===== src/rtl/id_ex_hazard_reg.sv =====
// id_ex_hazard_reg: ID/EX pipeline register with load-use stall, bubble insertion and IF flush.
// Ports: clk_i/rst_i (async active-low); ConMux_i {RegWrite,MemtoReg,MemRead,MemWrite,ALUSrc,ALUOp,RegDst},
// Branch_taken_i/Jump_i and ID operands/addresses in; registered EX_* fields out; PCWrite_o/IFIDWrite_o
// hold PC and IF/ID on a stall; IFFlush_o clears IF/ID on a taken branch or jump.
// Define HAZARD_STAT_EN to add saturating StallCnt_o/FlushCnt_o counters (width CNT_W).
module id_ex_hazard_reg #(
  parameter int DATA_W = 32,
  parameter int REG_AW = 5
`ifdef HAZARD_STAT_EN
  , parameter int CNT_W = 16
`endif
) (
  input  logic              clk_i,
  input  logic              rst_i,
  input  logic [7:0]        ConMux_i,
  input  logic              Branch_taken_i,
  input  logic              Jump_i,
  input  logic [DATA_W-1:0] RSdata_i,
  input  logic [DATA_W-1:0] RTdata_i,
  input  logic [DATA_W-1:0] Imm_i,
  input  logic [REG_AW-1:0] RSaddr_i,
  input  logic [REG_AW-1:0] RTaddr_i,
  input  logic [REG_AW-1:0] RDaddr_i,
  output logic [1:0]        EX_WB_o,
  output logic [1:0]        EX_M_o,
  output logic              EX_ALUSrc_o,
  output logic [1:0]        EX_ALUOp_o,
  output logic              EX_RegDst_o,
  output logic [DATA_W-1:0] EX_RSdata_o,
  output logic [DATA_W-1:0] EX_RTdata_o,
  output logic [DATA_W-1:0] EX_Imm_o,
  output logic [REG_AW-1:0] EX_RSaddr_o,
  output logic [REG_AW-1:0] EX_RTaddr_o,
  output logic [REG_AW-1:0] EX_RDaddr_o,
  output logic              PCWrite_o,
  output logic              IFIDWrite_o,
`ifdef HAZARD_STAT_EN
  output logic [CNT_W-1:0]  StallCnt_o,
  output logic [CNT_W-1:0]  FlushCnt_o,
`endif
  output logic              IFFlush_o
);
  logic [7:0]        ctrl_q, ctrl_d;
  logic [DATA_W-1:0] rsd_q, rtd_q, imm_q;
  logic [REG_AW-1:0] rsa_q, rta_q, rda_q;
  logic              stall;
  // A load in EX whose destination feeds the instruction in ID; a load to $zero never hazards.
  assign stall = ctrl_q[5] & (|rta_q) & ((rta_q == RSaddr_i) | (rta_q == RTaddr_i));
  assign ctrl_d = stall ? 8'h00 : ConMux_i;
  assign PCWrite_o   = ~stall;
  assign IFIDWrite_o = ~stall;
  // Stall wins: the branch/jump waits in ID and is re-evaluated next cycle.
  assign IFFlush_o = rst_i & (Branch_taken_i | Jump_i) & ~stall;
  assign EX_WB_o     = ctrl_q[7:6];
  assign EX_M_o      = ctrl_q[5:4];
  assign EX_ALUSrc_o = ctrl_q[3];
  assign EX_ALUOp_o  = ctrl_q[2:1];
  assign EX_RegDst_o = ctrl_q[0];
  assign EX_RSdata_o = rsd_q;
  assign EX_RTdata_o = rtd_q;
  assign EX_Imm_o    = imm_q;
  assign EX_RSaddr_o = rsa_q;
  assign EX_RTaddr_o = rta_q;
  assign EX_RDaddr_o = rda_q;
  always_ff @(posedge clk_i or negedge rst_i)
    if (!rst_i) begin
      ctrl_q <= '0;
      rsd_q  <= '0;
      rtd_q  <= '0;
      imm_q  <= '0;
      rsa_q  <= '0;
      rta_q  <= '0;
      rda_q  <= '0;
    end else begin
      ctrl_q <= ctrl_d;
      rsd_q  <= RSdata_i;
      rtd_q  <= RTdata_i;
      imm_q  <= Imm_i;
      rsa_q  <= RSaddr_i;
      rta_q  <= RTaddr_i;
      rda_q  <= RDaddr_i;
    end
`ifdef HAZARD_STAT_EN
  logic [CNT_W-1:0] stall_cnt_q, stall_cnt_d, flush_cnt_q, flush_cnt_d;
  assign stall_cnt_d = (stall & ~&stall_cnt_q) ? stall_cnt_q + 1'b1 : stall_cnt_q;
  assign flush_cnt_d = (IFFlush_o & ~&flush_cnt_q) ? flush_cnt_q + 1'b1 : flush_cnt_q;
  assign StallCnt_o = stall_cnt_q;
  assign FlushCnt_o = flush_cnt_q;
  always_ff @(posedge clk_i or negedge rst_i)
    if (!rst_i) begin
      stall_cnt_q <= '0;
      flush_cnt_q <= '0;
    end else begin
      stall_cnt_q <= stall_cnt_d;
      flush_cnt_q <= flush_cnt_d;
    end
`endif
endmodule


===== config.mk =====
export PLATFORM = sky130hd
export DESIGN_NAME = id_ex_hazard_reg
export DESIGN_NICKNAME = d
export VERILOG_FILES = /design/src/rtl/id_ex_hazard_reg.sv
export SDC_FILE = /design/constraint.sdc
export NUM_CORES = 1
export LEC_CHECK = 0
export BUFFER_PORTS_ARGS = -buffer_cell sky130_fd_sc_hd__buf_2
export CORE_MARGIN = 4
export CORE_UTILIZATION = 41
export CTS_BUF_LIST = sky130_fd_sc_hd__clkbuf_2 sky130_fd_sc_hd__clkbuf_4 sky130_fd_sc_hd__clkbuf_8
export DETAILED_ROUTE_END_ITERATION = 7
export PLACE_DENSITY_LB_ADDON = 0.3
export RECOVER_POWER = 100
export SYNTH_ARGS = -nofsm -noshare
export SYNTH_HDL_FRONTEND = slang
export SYNTH_SLANG_ARGS = --single-unit

===== constraint.sdc =====
create_clock -name clk_i -period 2 [get_ports clk_i]
set_input_delay 0.3 -clock clk_i [delete_from_list [all_inputs] [get_ports clk_i]]
set_output_delay 0.3 -clock clk_i [all_outputs]
set_load 0.03 [all_outputs]

# Word-level counts from Yosys, hierarchy flattened
# Index checks and enable logic that the tools add are counted.
word_totals:
  ff_bits: 119
  in_bits: 123
  output_inout_bits: 122
  elab_cells: 18
op_classes:
  n_eq_ne: 2
  mux: 1
  bitwise: 7
  n_reduce_logical: 1
op_table:
  columns: ["op", "count"]
  rows:
  - ["$eq 5x5->1", 2]
  - ["$mux 8", 1]
  - ["$reduce_or 5->1", 1]
  - ["$and 1x1->1", 4]
  - ["$or 1x1->1", 2]
  - ["$not 1->1", 1]

# Longest topological paths before layout
logic_depth:
  ltp_word: 5
  ltp_mapped: 5
  mapped_depth_nobuf: 4

# Worst setup path after synthesis
# Ideal clock, no wire load.
synth_timing:
  kind: "reg2out"
  startpoint: "register rta_q[3], in the netlist EX_RTaddr_o[3]"
  endpoint: "output port PCWrite_o"
  arrival_ns: 1.905
  required_time_ns: 1.700
  setup_slack_ns: -0.205
  path_stages_with_launch: 6
  n_path_buf: 1
  path_cell_list: "dfrtp_1 > xnor2_1 > nand3_1 > o22ai_1 > nand2_1 > buf_4"
synth_between:
  elab_chain_len: 4
  word_cells_on_any_way: 7
  cone_classes: "2 x eq/ne; 4 x bitwise; 1 x reduce/logical"
synth_lines:
  columns: ["element", "line_no", "text"]
  rows:
  - ["start, declared", "45", "logic [REG_AW-1:0] rsa_q, rta_q, rda_q;"]
  - ["start signal, assigned", "80", "rta_q <= RTaddr_i;"]
  - ["$eq 5x5->1 / $reduce_or 5->1 (equally long branches)", "48", "assign stall = ctrl_q[5] & (|rta_q) & ((rta_q == RSaddr_i) | (rta_q == RTaddr_i));"]
  - ["$or 1x1->1 / $and 1x1->1 (equally long branches)", "48", null]
  - ["$and 1x1->1 *", "48", null]
  - ["$not 1->1 *", null, null]
  - ["end, declared", "35", "output logic PCWrite_o,"]
# Every way passes the cells marked *; elsewhere a longest branch is shown, timed or not.

# Worst setup path in the final report
layout_timing:
  startpoint: "register rta_q[0], in the netlist EX_RTaddr_o[0]"
  endpoint: "output port IFFlush_o"
layout_between:
  elab_chain_len: 5
  word_cells_on_any_way: 8
  cone_classes: "2 x eq/ne; 5 x bitwise; 1 x reduce/logical"
layout_lines:
  columns: ["element", "line_no", "text"]
  rows:
  - ["$eq 5x5->1 / $reduce_or 5->1 (equally long branches)", "48", null]
  - ["$or 1x1->1 / $and 1x1->1 (equally long branches)", "48", null]
  - ["$and 1x1->1 *", "48", null]
  - ["$not 1->1 *", "53", "assign IFFlush_o = rst_i & (Branch_taken_i | Jump_i) & ~stall;"]
  - ["$and 1x1->1 *", "53", null]
  - ["end, declared", "41", "output logic IFFlush_o"]
# Marked as above.

==> impl_results.md <==
* Status: complete, but fails checks
* Failing checks: negative setup slack
* Clock Skew at between 0.01 and 0.015 ns
* Max IR drop VDD at between 0.6 and 0.7 mV
* Syn Inst Count at around 150
* Critical path type: reg -> out
* PortBufs at approximately 240
* Post-Syn Nets at 271
* Clock Latency Late Sink at 0.41 ns
* Reg2Reg Depth at 4
* Crit path capture: IFFlush_o
* Max Transition Viols Final at 0
* GPL Wtd Cong at around 0.80
* DRT Pass-1 Iters at 4
* Crit end category: primary output
* Post-route DRC at 0
* Fillers at between 400 and 500
* Pwr dens at a little under 1000 nW/um^2
* IO Count at about 250
* Share of cells above drive strength 1 at 28.3%
* RR Startpoint: EX_RTaddr_o[0]
* Core area at around 7400 um^2
* Bufs on Longest Clock Path at 2
* Largest net degree at the start of global routing at 120
* Min Clock Period, post-route at roughly 2.2 ns
* GR Util All Layers at a little over a quarter
* Vias per cell at 4.37
* Setup TNS at -0.406 ns
* RR Endpoint: ctrl_q[5]
* Lkg Pwr at ~2.7 nW
* Max-cap violations at 0
* Utilization after layout at 80.9%
* Initial antenna violation count at 1
* Design area at roughly 6000 um^2
* H-Tree Depth at 4
* Slew HR at a little under a third
* TritonCTS Buffers at 17
* Final antenna-violating net count at 0
* Final setup fails at 3
* Number of global-route vias before repair at about 3,200
* Yosys warning count at 0
* Syn_area_per_cell at roughly 22 um^2
* Worst-path fanout max at 3
* Seq/Total Area, Yosys at between 90% and 100%
* Cell Area, Placed at approximately 4600 um^2
* Post-DP HPWL at around 6.7 mm
* Starting Density at a little over two fifths
* First-pass GRT wire length at 17.2 mm
* Reg2Reg Setup Slack at ~0.38 ns
* WP data arrival at ~1.9 ns
* Hold depth at 1
* Reg clk slew, reported paths at around 0.08 ns
* Layout net count at between 600 and 700
* Vias after detailed routing at 2,768
* Initial DRC count at 58
* Per-cell routed wire length at approximately 19 um
* Post-Syn Area at about 3200 um^2
* Worst hold path type: in -> reg
* Die Y at about 96 um
* Clock root buffer: clkbuf_8
* CTS tree: done
* Total Die Area at between 9000 and 10,000 um^2
* Die width at a little under 100 um
* Area grow syn2layout at 87.2%
* Final Hold Fails at 0
* Hold path start: RSaddr_i[2]
* Post-route insts no fill at 634
* RSZ-0062 raised after global routing: true
* Rows at 31
* Setup ws final at -0.180 ns
* Final Cycle Share at 109%
* Inst Count DP at 492
* Register bit count reported by yosys at about 120
* Actual slew at the worst max-slew pin at roughly 1.0 ns
* Worst Setup Start Kind: flop
* Data required, critical path at between 1.5 and 2 ns
* Worst Setup SP: EX_RTaddr_o[0]
* Max frequency at between 0.4 and 0.5 GHz
* Post-synthesis cell type count at 12
* Gr ovfl total at 0
* Sink Count at 119
* Final wirelength at about 12 mm
-- repair_timing --
item	in CTS	in global routing
endpoints found under the hold margin	103	9
endpoints found under the setup margin	3	3
setup buffers	4	0
resized for setup	4	8
gates cloned	0	0
pin swaps	3	4
hold buffers	103	2
-- worst max-delay path: stages (launching register included) --
cell     delay, ns
dfrtp_1       0.39
or4_4         0.55
o21a_4        0.23
a21oi_2       0.15
buf_6         0.14
-- per-stage QoR --
stage	worst slack, ns	hold WS [ns]	power (mW)
global placement	0.183	0.407	3.24
CTS	-0.170	0.000617	5.85
floorplan	-0.0868	0.00441	2.93
finish	-0.180	0.0354	5.85
detailed placement	0.144	0.409	3.25
global route	-0.228	0.00451	6.05
-- synth_stat cells --
library cell | n | area (um^2)
o21ai_0 | 1 | 5.00
a21oi_1 | 1 | 5.00
xnor2_1 | 10 | 87.6
o22ai_1 | 1 | 6.26
buf_4 | 1 | 7.51
o21a_4 | 1 | 15.0
or4_4 | 1 | 11.3
a21boi_1 | 7 | 52.6
a21boi_2 | 1 | 11.3
nand2_1 | 3 | 11.3
nand3_1 | 2 | 10.0
dfrtp_1 | 119 | 2980
-- per-layer routing --
layer  track usage (%)  vias up  part of all wire, %
met3              11.8       28                   11
li1                  -     1218                    -
met4              9.70        0                  2.6
met1              25.3     1338                   31
met5                 0        -                    0
met2              49.0      184                   55
-- cells in the final DEF, fill, tap and decap left out, drive strengths merged --
cell,n
inv,1
dfrtp,119
clkinv,2
xnor2,10
o21ai,1
o21a,1
nand3,2
nand2,3
dlygate4sd3,105
buf,108
o22ai,1
or4,1
clkbuf,164
a21boi,8
bufinv,4
diode,1
clkinvlp,3
a21oi,1
-- how the worst min path moves through the flow --
stage | end | slack (ns)
after floorplan | EX_Imm_o[0] | 0.004
after global placement | EX_RTdata_o[14] | 0.41
after detailed placement | EX_RDaddr_o[3] | 0.41
after CTS | EX_RSaddr_o[2] | 0.0006
after global routing | EX_RSaddr_o[2] | 0.005
final | EX_RSaddr_o[2] | 0.04
-- flip-flops by register name, indices dropped and copies added, names as in the netlist --
register,count
EX_RDaddr_o,5
ctrl_q,8
EX_RTaddr_o,5
EX_RTdata_o,32
EX_RSdata_o,32
EX_Imm_o,32
EX_RSaddr_o,5
-- final cells by class --
type / count / area (um^2) / area share [%]
Antenna cell: 1 / 2.50 / 0.0418
Sequential cell: 119 / 2980 / 49.7
Timing Repair Buffer: 355 / 2160 / 36.1
Multi-Input combinational cell: 28 / 263 / 4.39
Clock inverter: 10 / 165 / 2.76
Tap cell: 99 / 124 / 2.07
Clock buffer: 22 / 297 / 4.95
-- power by group --
part | internal [mW] | leakage [nW] | switching, mW | total (mW)
Combinational | 0.305 | 1.13 | 0.496 | 0.801
Sequential | 2.53 | 1.39 | 0.0476 | 2.58
Clock | 1.51 | 0.225 | 0.959 | 2.47
Total | 4.35 | 2.75 | 1.50 | 5.85
-- cells by family (layout without fill, tap and decap cells) --
family          count (synthesis)  in the layout  share of synthesized area (%)
simple gates                    6              6                           1.02
compound gates                 12             12                           2.97
flops                         119            119                           93.0
other cells                     0              1                              0
xor+xnor                       10             10                           2.74
buf+inv                         1            387                          0.235
Note: power is estimated with default switching activity, not from simulation.
